### src/rtl/sccb_cfg_pkg.sv
// Shared types and constants for the SCCB camera configuration sequencer.
package sccb_cfg_pkg;

   typedef enum logic [3:0] {
      IDLE,
      PWRUP,
      FETCH,
      DECODE,
      LAUNCH,
      XFER,
      STOP_REQ,
      WAIT_IDLE,
      DELAY,
      DONE,
      ERROR
   } state_t;

   localparam logic [15:0] END_MARK    = 16'hFFFF;
   localparam logic [15:0] DELAY_MARK  = 16'hFFF0;
   localparam logic [6:0]  OV7670_ADDR = 7'h21;

endpackage

### src/rtl/sccb_cfg_seq_if.sv
// Handshake between the configuration sequencer and the byte-level I2C master.
interface sccb_cfg_seq_if;

   logic       I2C_En;
   logic [6:0] addr;
   logic       CR_RW;
   logic [7:0] tx_data;
   logic       tx_done;
   logic       tx_ready;
   logic       I2C_start;
   logic       I2C_stop;
   logic [1:0] length;

   modport master (
      output I2C_En, addr, CR_RW, tx_data, I2C_start, I2C_stop, length,
      input  tx_done, tx_ready
   );

   modport slave (
      input  I2C_En, addr, CR_RW, tx_data, I2C_start, I2C_stop, length,
      output tx_done, tx_ready
   );

endinterface

### src/rtl/cfg_wait_timer.sv
// Up-counter shared by the power-up wait, delay markers and the transfer watchdog.
module cfg_wait_timer #(
   parameter int W = 20
) (
   input  logic         clk,
   input  logic         reset,
   input  logic         load,
   input  logic         count_en,
   input  logic [W-1:0] limit,
   output logic         expired
);

   logic [W-1:0] count;

   // expired marks the last cycle of a limit-cycle window started by load
   assign expired = (count == limit - W'(1));

   always_ff @(posedge clk) begin
      if (reset) begin
         count <= '0;
      end else if (load) begin
         count <= '0;
      end else if (count_en && !expired) begin
         count <= count + W'(1);
      end
   end

endmodule

### src/rtl/sccb_cfg_seq.sv
// Walks a {reg,val} ROM and writes each entry to the camera over SCCB,
// with delay markers, per-entry retries on NACK and a transfer watchdog.
module sccb_cfg_seq
   import sccb_cfg_pkg::*;
#(
   parameter logic [6:0] SLAVE_ADDR  = OV7670_ADDR,
   parameter int         PWRUP_CYC   = 1_000_000,
   parameter int         DELAY_CYC   = 1_000_000,
   parameter int         TIMEOUT_CYC = 200_000,
   parameter int         MAX_RETRY   = 3
) (
   input  logic                  clk,
   input  logic                  reset,
   input  logic                  start,
   output logic                  busy,
   output logic                  done,
   output logic                  error,
   output logic [7:0]            rom_addr,
   input  logic [15:0]           rom_data,
   sccb_cfg_seq_if.master        bus
);

   localparam int MAX_A   = (PWRUP_CYC > DELAY_CYC) ? PWRUP_CYC : DELAY_CYC;
   localparam int MAX_CYC = (MAX_A > TIMEOUT_CYC) ? MAX_A : TIMEOUT_CYC;
   localparam int TMR_W   = $clog2(MAX_CYC + 1);
   localparam int RETRY_W = $clog2(MAX_RETRY + 1);

   state_t               state_q, state_d;
   logic [7:0]           rom_addr_d;
   logic [RETRY_W-1:0]   retry_q, retry_d;
   logic [1:0]           done_cnt_q, done_cnt_d;
   logic [7:0]           reg_q, val_q;
   logic                 tmr_load, tmr_en, tmr_expired;
   logic [TMR_W-1:0]     tmr_limit;

   cfg_wait_timer #(.W(TMR_W)) u_timer (
      .clk      (clk),
      .reset    (reset),
      .load     (tmr_load),
      .count_en (tmr_en),
      .limit    (tmr_limit),
      .expired  (tmr_expired)
   );

   always_ff @(posedge clk) begin
      if (reset) begin
         state_q    <= IDLE;
         rom_addr   <= '0;
         retry_q    <= '0;
         done_cnt_q <= '0;
      end else begin
         state_q    <= state_d;
         rom_addr   <= rom_addr_d;
         retry_q    <= retry_d;
         done_cnt_q <= done_cnt_d;
      end
   end

   // Entry payload is data only; it is always rewritten in DECODE before use.
   always_ff @(posedge clk) begin
      if (state_q == DECODE) begin
         reg_q <= rom_data[15:8];
         val_q <= rom_data[7:0];
      end
   end

   always_comb begin
      state_d    = state_q;
      rom_addr_d = rom_addr;
      retry_d    = retry_q;
      done_cnt_d = done_cnt_q;
      case (state_q)
         IDLE, DONE, ERROR: begin
            if (start) begin
               state_d    = PWRUP;
               rom_addr_d = '0;
               retry_d    = '0;
            end
         end
         PWRUP:  if (tmr_expired) state_d = FETCH;
         FETCH:  state_d = DECODE;
         DECODE: begin
            if (rom_data == END_MARK)        state_d = DONE;
            else if (rom_data == DELAY_MARK) state_d = DELAY;
            else                             state_d = LAUNCH;
         end
         DELAY: begin
            if (tmr_expired) begin
               if (rom_addr == 8'hFF) begin
                  state_d = ERROR;
               end else begin
                  rom_addr_d = rom_addr + 8'd1;
                  state_d    = FETCH;
               end
            end
         end
         LAUNCH: begin
            done_cnt_d = '0;
            if (bus.tx_ready) state_d = XFER;
         end
         XFER: begin
            // A byte ACK outranks a simultaneous master self-stop.
            if (bus.tx_done) begin
               done_cnt_d = done_cnt_q + 2'd1;
               if (done_cnt_q == 2'd2) state_d = STOP_REQ;
            end else if (bus.tx_ready && done_cnt_q < 2'd3) begin
               retry_d = retry_q + RETRY_W'(1);
               state_d = (int'(retry_q) + 1 < MAX_RETRY) ? LAUNCH : ERROR;
            end else if (tmr_expired) begin
               state_d = ERROR;
            end
         end
         STOP_REQ: if (!bus.tx_ready) state_d = WAIT_IDLE;
         WAIT_IDLE: begin
            if (bus.tx_ready) begin
               if (rom_addr == 8'hFF) begin
                  state_d = ERROR;
               end else begin
                  rom_addr_d = rom_addr + 8'd1;
                  retry_d    = '0;
                  state_d    = FETCH;
               end
            end
         end
         default: state_d = IDLE;
      endcase
   end

   always_comb begin
      busy          = !(state_q == IDLE || state_q == DONE || state_q == ERROR);
      done          = (state_q == DONE);
      error         = (state_q == ERROR);
      bus.I2C_En    = (state_q == LAUNCH) && bus.tx_ready;
      bus.I2C_stop  = (state_q == STOP_REQ);
      bus.I2C_start = 1'b0;
      bus.addr      = SLAVE_ADDR;
      bus.CR_RW     = 1'b0;
      bus.length    = 2'd2;
      // tx_data is the byte the master loads at the current ACK phase
      if (done_cnt_q == 2'd0 || (done_cnt_q == 2'd1 && !bus.tx_done)) bus.tx_data = reg_q;
      else                                                             bus.tx_data = val_q;
      tmr_load  = !(state_q == PWRUP || state_q == DELAY || state_q == XFER);
      tmr_en    = !tmr_load;
      case (state_q)
         PWRUP:   tmr_limit = TMR_W'(PWRUP_CYC);
         DELAY:   tmr_limit = TMR_W'(DELAY_CYC);
         default: tmr_limit = TMR_W'(TIMEOUT_CYC);
      endcase
   end

endmodule

### src/flat_wrapper.sv
// flat-port wrapper written by rule: the top's interface ports become plain ports
module sccb_cfg_seq_flat import sccb_cfg_pkg::*;
#(
   parameter logic [6:0] SLAVE_ADDR  = OV7670_ADDR,
   parameter int         PWRUP_CYC   = 1_000_000,
   parameter int         DELAY_CYC   = 1_000_000,
   parameter int         TIMEOUT_CYC = 200_000,
   parameter int         MAX_RETRY   = 3
)
  (clk, reset, start, busy, done, error, rom_addr, rom_data, bus_I2C_En, bus_addr, bus_CR_RW, bus_tx_data, bus_I2C_start, bus_I2C_stop, bus_length, bus_tx_done, bus_tx_ready);
  sccb_cfg_seq_if bus_i ();
  input  logic clk;
  input  logic reset;
  input  logic start;
  output logic busy;
  output logic done;
  output logic error;
  output logic [7:0] rom_addr;
  input  logic [15:0] rom_data;
  output wire logic [$bits(bus_i.I2C_En)-1:0] bus_I2C_En;
  output wire logic [$bits(bus_i.addr)-1:0] bus_addr;
  output wire logic [$bits(bus_i.CR_RW)-1:0] bus_CR_RW;
  output wire logic [$bits(bus_i.tx_data)-1:0] bus_tx_data;
  output wire logic [$bits(bus_i.I2C_start)-1:0] bus_I2C_start;
  output wire logic [$bits(bus_i.I2C_stop)-1:0] bus_I2C_stop;
  output wire logic [$bits(bus_i.length)-1:0] bus_length;
  input wire logic [$bits(bus_i.tx_done)-1:0] bus_tx_done;
  input wire logic [$bits(bus_i.tx_ready)-1:0] bus_tx_ready;
  assign bus_I2C_En = bus_i.I2C_En;
  assign bus_addr = bus_i.addr;
  assign bus_CR_RW = bus_i.CR_RW;
  assign bus_tx_data = bus_i.tx_data;
  assign bus_I2C_start = bus_i.I2C_start;
  assign bus_I2C_stop = bus_i.I2C_stop;
  assign bus_length = bus_i.length;
  assign bus_i.tx_done = bus_tx_done;
  assign bus_i.tx_ready = bus_tx_ready;
  sccb_cfg_seq #(.SLAVE_ADDR(SLAVE_ADDR), .PWRUP_CYC(PWRUP_CYC), .DELAY_CYC(DELAY_CYC), .TIMEOUT_CYC(TIMEOUT_CYC), .MAX_RETRY(MAX_RETRY)) u_core (.clk(clk), .reset(reset), .start(start), .busy(busy), .done(done), .error(error), .rom_addr(rom_addr), .rom_data(rom_data), .bus(bus_i));
endmodule
### config.mk
export PLATFORM = sky130hd
export DESIGN_NAME = sccb_cfg_seq_flat
export DESIGN_NICKNAME = d
export VERILOG_FILES = /design/src/rtl/sccb_cfg_pkg.sv /design/src/rtl/sccb_cfg_seq_if.sv /design/src/rtl/cfg_wait_timer.sv /design/src/rtl/sccb_cfg_seq.sv /design/src/flat_wrapper.sv
export SDC_FILE = /design/constraint.sdc
export NUM_CORES = 1
export LEC_CHECK = 0
export ABC_AREA = 1
export ABC_CLOCK_PERIOD_IN_PS = 2200
export CAP_MARGIN = 10
export CORE_MARGIN = 1.5
export CORE_UTILIZATION = 30
export CTS_CLUSTER_SIZE = 12
export DETAILED_ROUTE_END_ITERATION = 8
export GPL_ROUTABILITY_DRIVEN = 0
export RECOVER_POWER = 100
export REMOVE_ABC_BUFFERS = 1
export SYNTH_ARGS = -nofsm -noshare
export SYNTH_HDL_FRONTEND = slang
export SYNTH_SLANG_ARGS = --single-unit
### constraint.sdc
create_clock -name clk -period 2.2 [get_ports clk]
set_clock_uncertainty 0.05 [all_clocks]
set_input_delay 0.22 -clock clk [delete_from_list [all_inputs] [get_ports clk]]
set_output_delay 0.22 -clock clk [all_outputs]
set_load 0.05 [all_outputs]
# == Word level (Yosys, flattened, before mapping) ==
# Cells that the tools add are included.
# classes
addsub,6
magnitude_cmp,2
eq_ne,28
n_mux,30
bitwise,1
reduce_logical,24
# ops
operator,count
two-way mux 4 bit,14
two-way mux 8 bit,5
one-hot mux 4 bit (9 select lines),1
equality test 16 bit (second input constant),2
less-than comparator 32 x 3 -> 1 bit (second input constant),1
one-hot mux 8 bit (3 select lines),1
adder 20 x 1 -> 20 bit (second input constant),1
equality test 20 bit,1
two-way mux 20 bit,1
subtractor 20 x 1 -> 20 bit (second input constant),1
!= test 2 bit (second input constant),9
equality test 4 x 3 -> 1 bit (second input constant),4
equality test 4 bit (second input constant),3
two-way mux 2 bit,6
adder 8 x 1 -> 8 bit (second input constant),1
equality test 4 x 2 -> 1 bit (second input constant),2
equality test 8 bit (second input constant),1
AND reduction 8 bit,1
one-hot mux 2 bit (3 select lines),1
AND reduction 6 bit,1
nonzero test 3 bit,2
logical OR 1 bit,5
adder 2 x 1 -> 2 bit (second input constant),2
equality test 4 x 1 -> 1 bit (second input constant),1
other kinds (18),24
# totals
register_bits,52
inputBits,21
output_inout_bits,32
wordCells,98

# == Longest topological paths before layout ==
# depth
depth_word,9
ltp_mapped,12
mapped_depth_nobuf,12

# == Modules after synthesis ==
# From an unflattened synthesis, not the netlist that was laid out.
# unflattened
hier_cells,621
hier_area_um2,4250.3
# by_module_without_submodules
module,instances,cells_per_inst,area_per_inst_um2,seq_area_each_um2
cfg_wait_timer,1,359,2144.6,400.4
sccb_cfg_seq,1,262,2105.8,800.8

# == Worst setup path after synthesis ==
# No wires, ideal clock.
# synth_path
kind,register to register
startpoint,register u_core.state_q[0]
endpoint,register u_core.rom_addr[0]
setup_ns,0.128
t_arrival_ns,2.115
t_required_ns,2.022
slack_ns,-0.092
path_stages_with_launch,12
path_buffers,0
period_less_slack_ns,2.292
path_cell_list,dfxtp_1 nor2_1 nand2_1 inv_1 nor2_1 nand2_1 nand3_1 nor2_4 nand2_4 nand2_1 nand2_1 nor2_1
# synth_via
elab_cells_between_ends,17
cone_classes,add/sub: 1; eq/ne: 9; mux: 2; reduce/logical: 5
# synth_rtl
item,line_no,text
"start, declared",sccb_cfg_seq.sv:28,"state_t state_q, state_d;"
"start signal, assigned",sccb_cfg_seq.sv:52,state_q <= state_d;
equality test 4 bit *,--,
via error,flat_wrapper.sv:17,output logic error;
OR reduction 3 bit *,sccb_cfg_seq.sv:72,case (state_q)
!= test 2 bit (no line) / nonzero test 3 bit (equally long branches),--,
AND reduction 4 bit (no line),--,
"end signal, assigned",sccb_cfg_seq.sv:53,rom_addr <= rom_addr_d;
"end, declared",sccb_cfg_seq.sv:18,"output logic [7:0] rom_addr,"
# The timed path passes the listed nets; every way through them passes the cells marked *.
# A chain may end at the register's enable or synchronous reset.

# == Worst setup path in the final report ==
# layout_path
startpoint,register u_core.done_cnt_q[1]
endpoint,output port bus_tx_data[5]
# layout_via
elab_chain_cells,4
elab_cells_between_ends,5
cone_classes,eq/ne: 1; mux: 1; reduce/logical: 3
# layout_rtl
item,line_no,text
"start, declared",sccb_cfg_seq.sv:31,"logic [1:0] done_cnt_q, done_cnt_d;"
"start signal, assigned",sccb_cfg_seq.sv:55,done_cnt_q <= done_cnt_d;
equality test 2 x 1 -> 1 bit,sccb_cfg_seq.sv:140,if (done_cnt_q == 2'd0 || (done_cnt_q == 2'd1 && !bus.tx_done)) bus.tx_data = reg_q;
logical AND 1 bit,sccb_cfg_seq.sv:140,
logical OR 1 bit *,sccb_cfg_seq.sv:140,
two-way mux 8 bit *,sccb_cfg_seq.sv:140,
"end, declared",flat_wrapper.sv:23,output wire logic [$bits(bus_i.tx_data)-1:0] bus_tx_data;
# Every way passes the cells marked *; elsewhere a longest branch is shown, timed or not.

==> flow_summary.yaml <==
outcome:
  outcome: "completed"
route:
  avgRoutedWirePerCell_um: 11.6
  drcViolationCount: 0
  drt-vias-per-instance: 4.73
  drtAntennaViolNets: 0
  vias: 2945
  drt_iter0_drc: 150
  drt-pass1-iter-count: 4
  wirelength_mm: 7.24
floorplanning:
  ios: 53
  rows: 37
  initial_core_util: 0.310
  die_area_mm2: 0.0113
  dieHeight_um: 106
  fp.dieW_um: 106
  core_area_mm2: 0.0104
timing:
  period_needed_ns: 2.03
  finalSetupViolations: 0
  tightestPinTransition_ns: 0.589
  relSlewSlack: 0.609
  fmax_ghz: 0.492
  rsz0062_at_grt: "no"
  hold_ws_ns: 0.447
  fin_crit_sh: 0.924
  hold_viol: 0
  final-max-slew-violation-count: 0
synth:
  synth_flop_cell: "dfxtp_1"
  syn_area_per_cell_um2: 7.30
  synthArstFlopShare: 0
  yosysMostFrequentCell: "nand2_1"
  synth.distinct_cells: 34
  synth-edff-count: 16
  synthCells: 440
  synth-seq-cells: 52
  ys_warn_count: 0
  yosys-top-cells-count: "116 x nand2_1, 59 x nor2_1, 42 x inv_1, 36 x dfxtp_1, 30 x nand3_1"
  synth_top_area_cell: "dfxtp_1"
  synthDominantCellAreaShare: 0.224
  synth_area_mm2: 0.00321
  ys_seq_area_frac: 0.374
  synth_area_leaders: "dfxtp_1 22%, edfxtp_1 15%, nand2_1 14%"
grt:
  grt_usage: 0.136
  antenna_found_initial: 0
  grt_max_degree: 19
  grt_first_pass_wirelength_mm: 12.7
  grt_pass1_vias: 2774
  gr-total-overflow: 0
worst_setup_path:
  cp.required_ns: 1.93
  arrival_ns: 1.76
  cp-start-kind: "register"
  cp_max_fo: 8
  setup.worst_path.class: "reg2out"
  endpoint_kind: "output pin"
final_layout:
  fin_nets: 515
  nFillCells: 1126
  instances_no_fill: 623
  layout-drive-gt1-share: 0.103
  antenna_cells: 0
  regArea_mm2: 0.00120
  utilization: 0.373
  multi_input_area_mm2: 0.00173
  syn2layout_area_growth_pct: 20.6
cts:
  postCtsSetupRepairBufs: 0
  clk_latency_ns: 0.31
  cts_hold_buf: 0
  cts_tree: "yes"
  cts_made_buffers: 5
  clock_sinks: 52
  htree_levels: 2
  clockBufferDepth: 2
  clockRootBuffer: "clkbuf_8"
  path_clk_slew_ns: 0.10
power_and_ir_drop:
  powerDensity_mw_per_mm2: 1050
  ir_worst_vdd_v: 0.000801
  total_power_w: 0.00406
  leakage_nw: 1.51
place:
  io_buffers: 41
  dpl.cell_count: 615
  dp_hpwl_mm: 5.58
min_path:
  holdCritPathClass: "reg2reg"
run:
  max-cap-violations: 0
[report_power, final]
part / switching, W / leakage (nW) / internal (W)
sequential: 0.000112 / 0.436 / 0.00111
clock: 0.000349 / 0.0463 / 0.000234
combinational: 0.00153 / 1.03 / 0.000730
total: 0.00199 / 1.51 / 0.00207
[critical path: stages (launching register included)]
cell,delay [ns]
dfxtp_1,0.38
inv_1,0.09
ha_1,0.18
nand2_1,0.07
nand2_2,0.16
mux2_1,0.41
buf_12,0.17
[per-layer routing]
| layer | up-vias | share of wire | global-route usage |
|---|---|---|---|
| met5 | - | 0 | 0 |
| met4 | 0 | 0.019 | 0.0505 |
| met3 | 12 | 0.046 | 0.0208 |
| met2 | 91 | 0.45 | 0.221 |
| met1 | 1346 | 0.48 | 0.181 |
| li1 | 1496 | - | - |
[final timing paths]
check	endpoint	depth (start not counted)	start	slack, ns
worst max-delay path	bus_tx_data[5]	6	u_core.done_cnt_q[1]	0.17
worst min-delay path	u_core.u_timer.count[3]	2	u_core.u_timer.count[3]	0.45
worst max register to register	u_core.rom_addr[0]	11	u_core.u_timer.count[1]	0.22
worst min register to register	u_core.u_timer.count[3]	2	u_core.u_timer.count[3]	0.45
[stage by stage]
stage / setup TNS (ns) / setup slack, ns / instance area [um2]
global route: 0 / 0.0295 / 3870
finish: 0 / 0.168 / 3870
floorplan: -0.604 / -0.0775 / 3110
CTS: 0 / 0.0314 / 3900
global placement: 0 / 0.186 / 3810
detailed placement: 0 / 0.180 / 3810
[cell usage in the layout (no fill, tap or decap), types with 9 or more instances in the layout]
cell           count
o21ai_0           10
nand2_1          117
nand3_1           30
conb_1            11
a21oi_1           27
nor2_1            59
edfxtp_1          16
dfxtp_1           36
xor2_1            10
xnor2_1            9
nand4_1           10
inv_1             41
dlygate4sd3_1     24
[repair_timing]
action / 4_1_cts / 5_1_grt
gates resized for setup: 1 / 4
endpoints found under the setup margin: 1 / 13
endpoints found under the hold margin: 0 / 0
[sequential cells by signal (all words and copies together), names as in the netlist]
signal and flops:
u_core.rom_addr 8, u_core.done_cnt_q 2, u_core.reg_q 8, u_core.retry_q 2, u_core.val_q 8, u_core.state_q 4
u_core.u_timer.count 20
[cells by family after synthesis]
kind of cell / synth area share
flip-flops: 0.374
other: 0.00234
buffers and inverters: 0.0943
AND/OR/NAND/NOR: 0.326
XOR/XNOR: 0.0518
AO/OA/AOI/OAI: 0.0924
multiplexers: 0.0281
adder cells (fa/ha/maj): 0.0312
[final cells by class]
type	count	share of cell area
multi-input combinational	335	0.446
clock buffer	5	0.0178
tap	136	0.0440
inverter	45	0.0436
timing repair buffer	47	0.132
clock inverter	3	0.00711
sequential	52	0.310
Power figures use the tool's default switching activity.
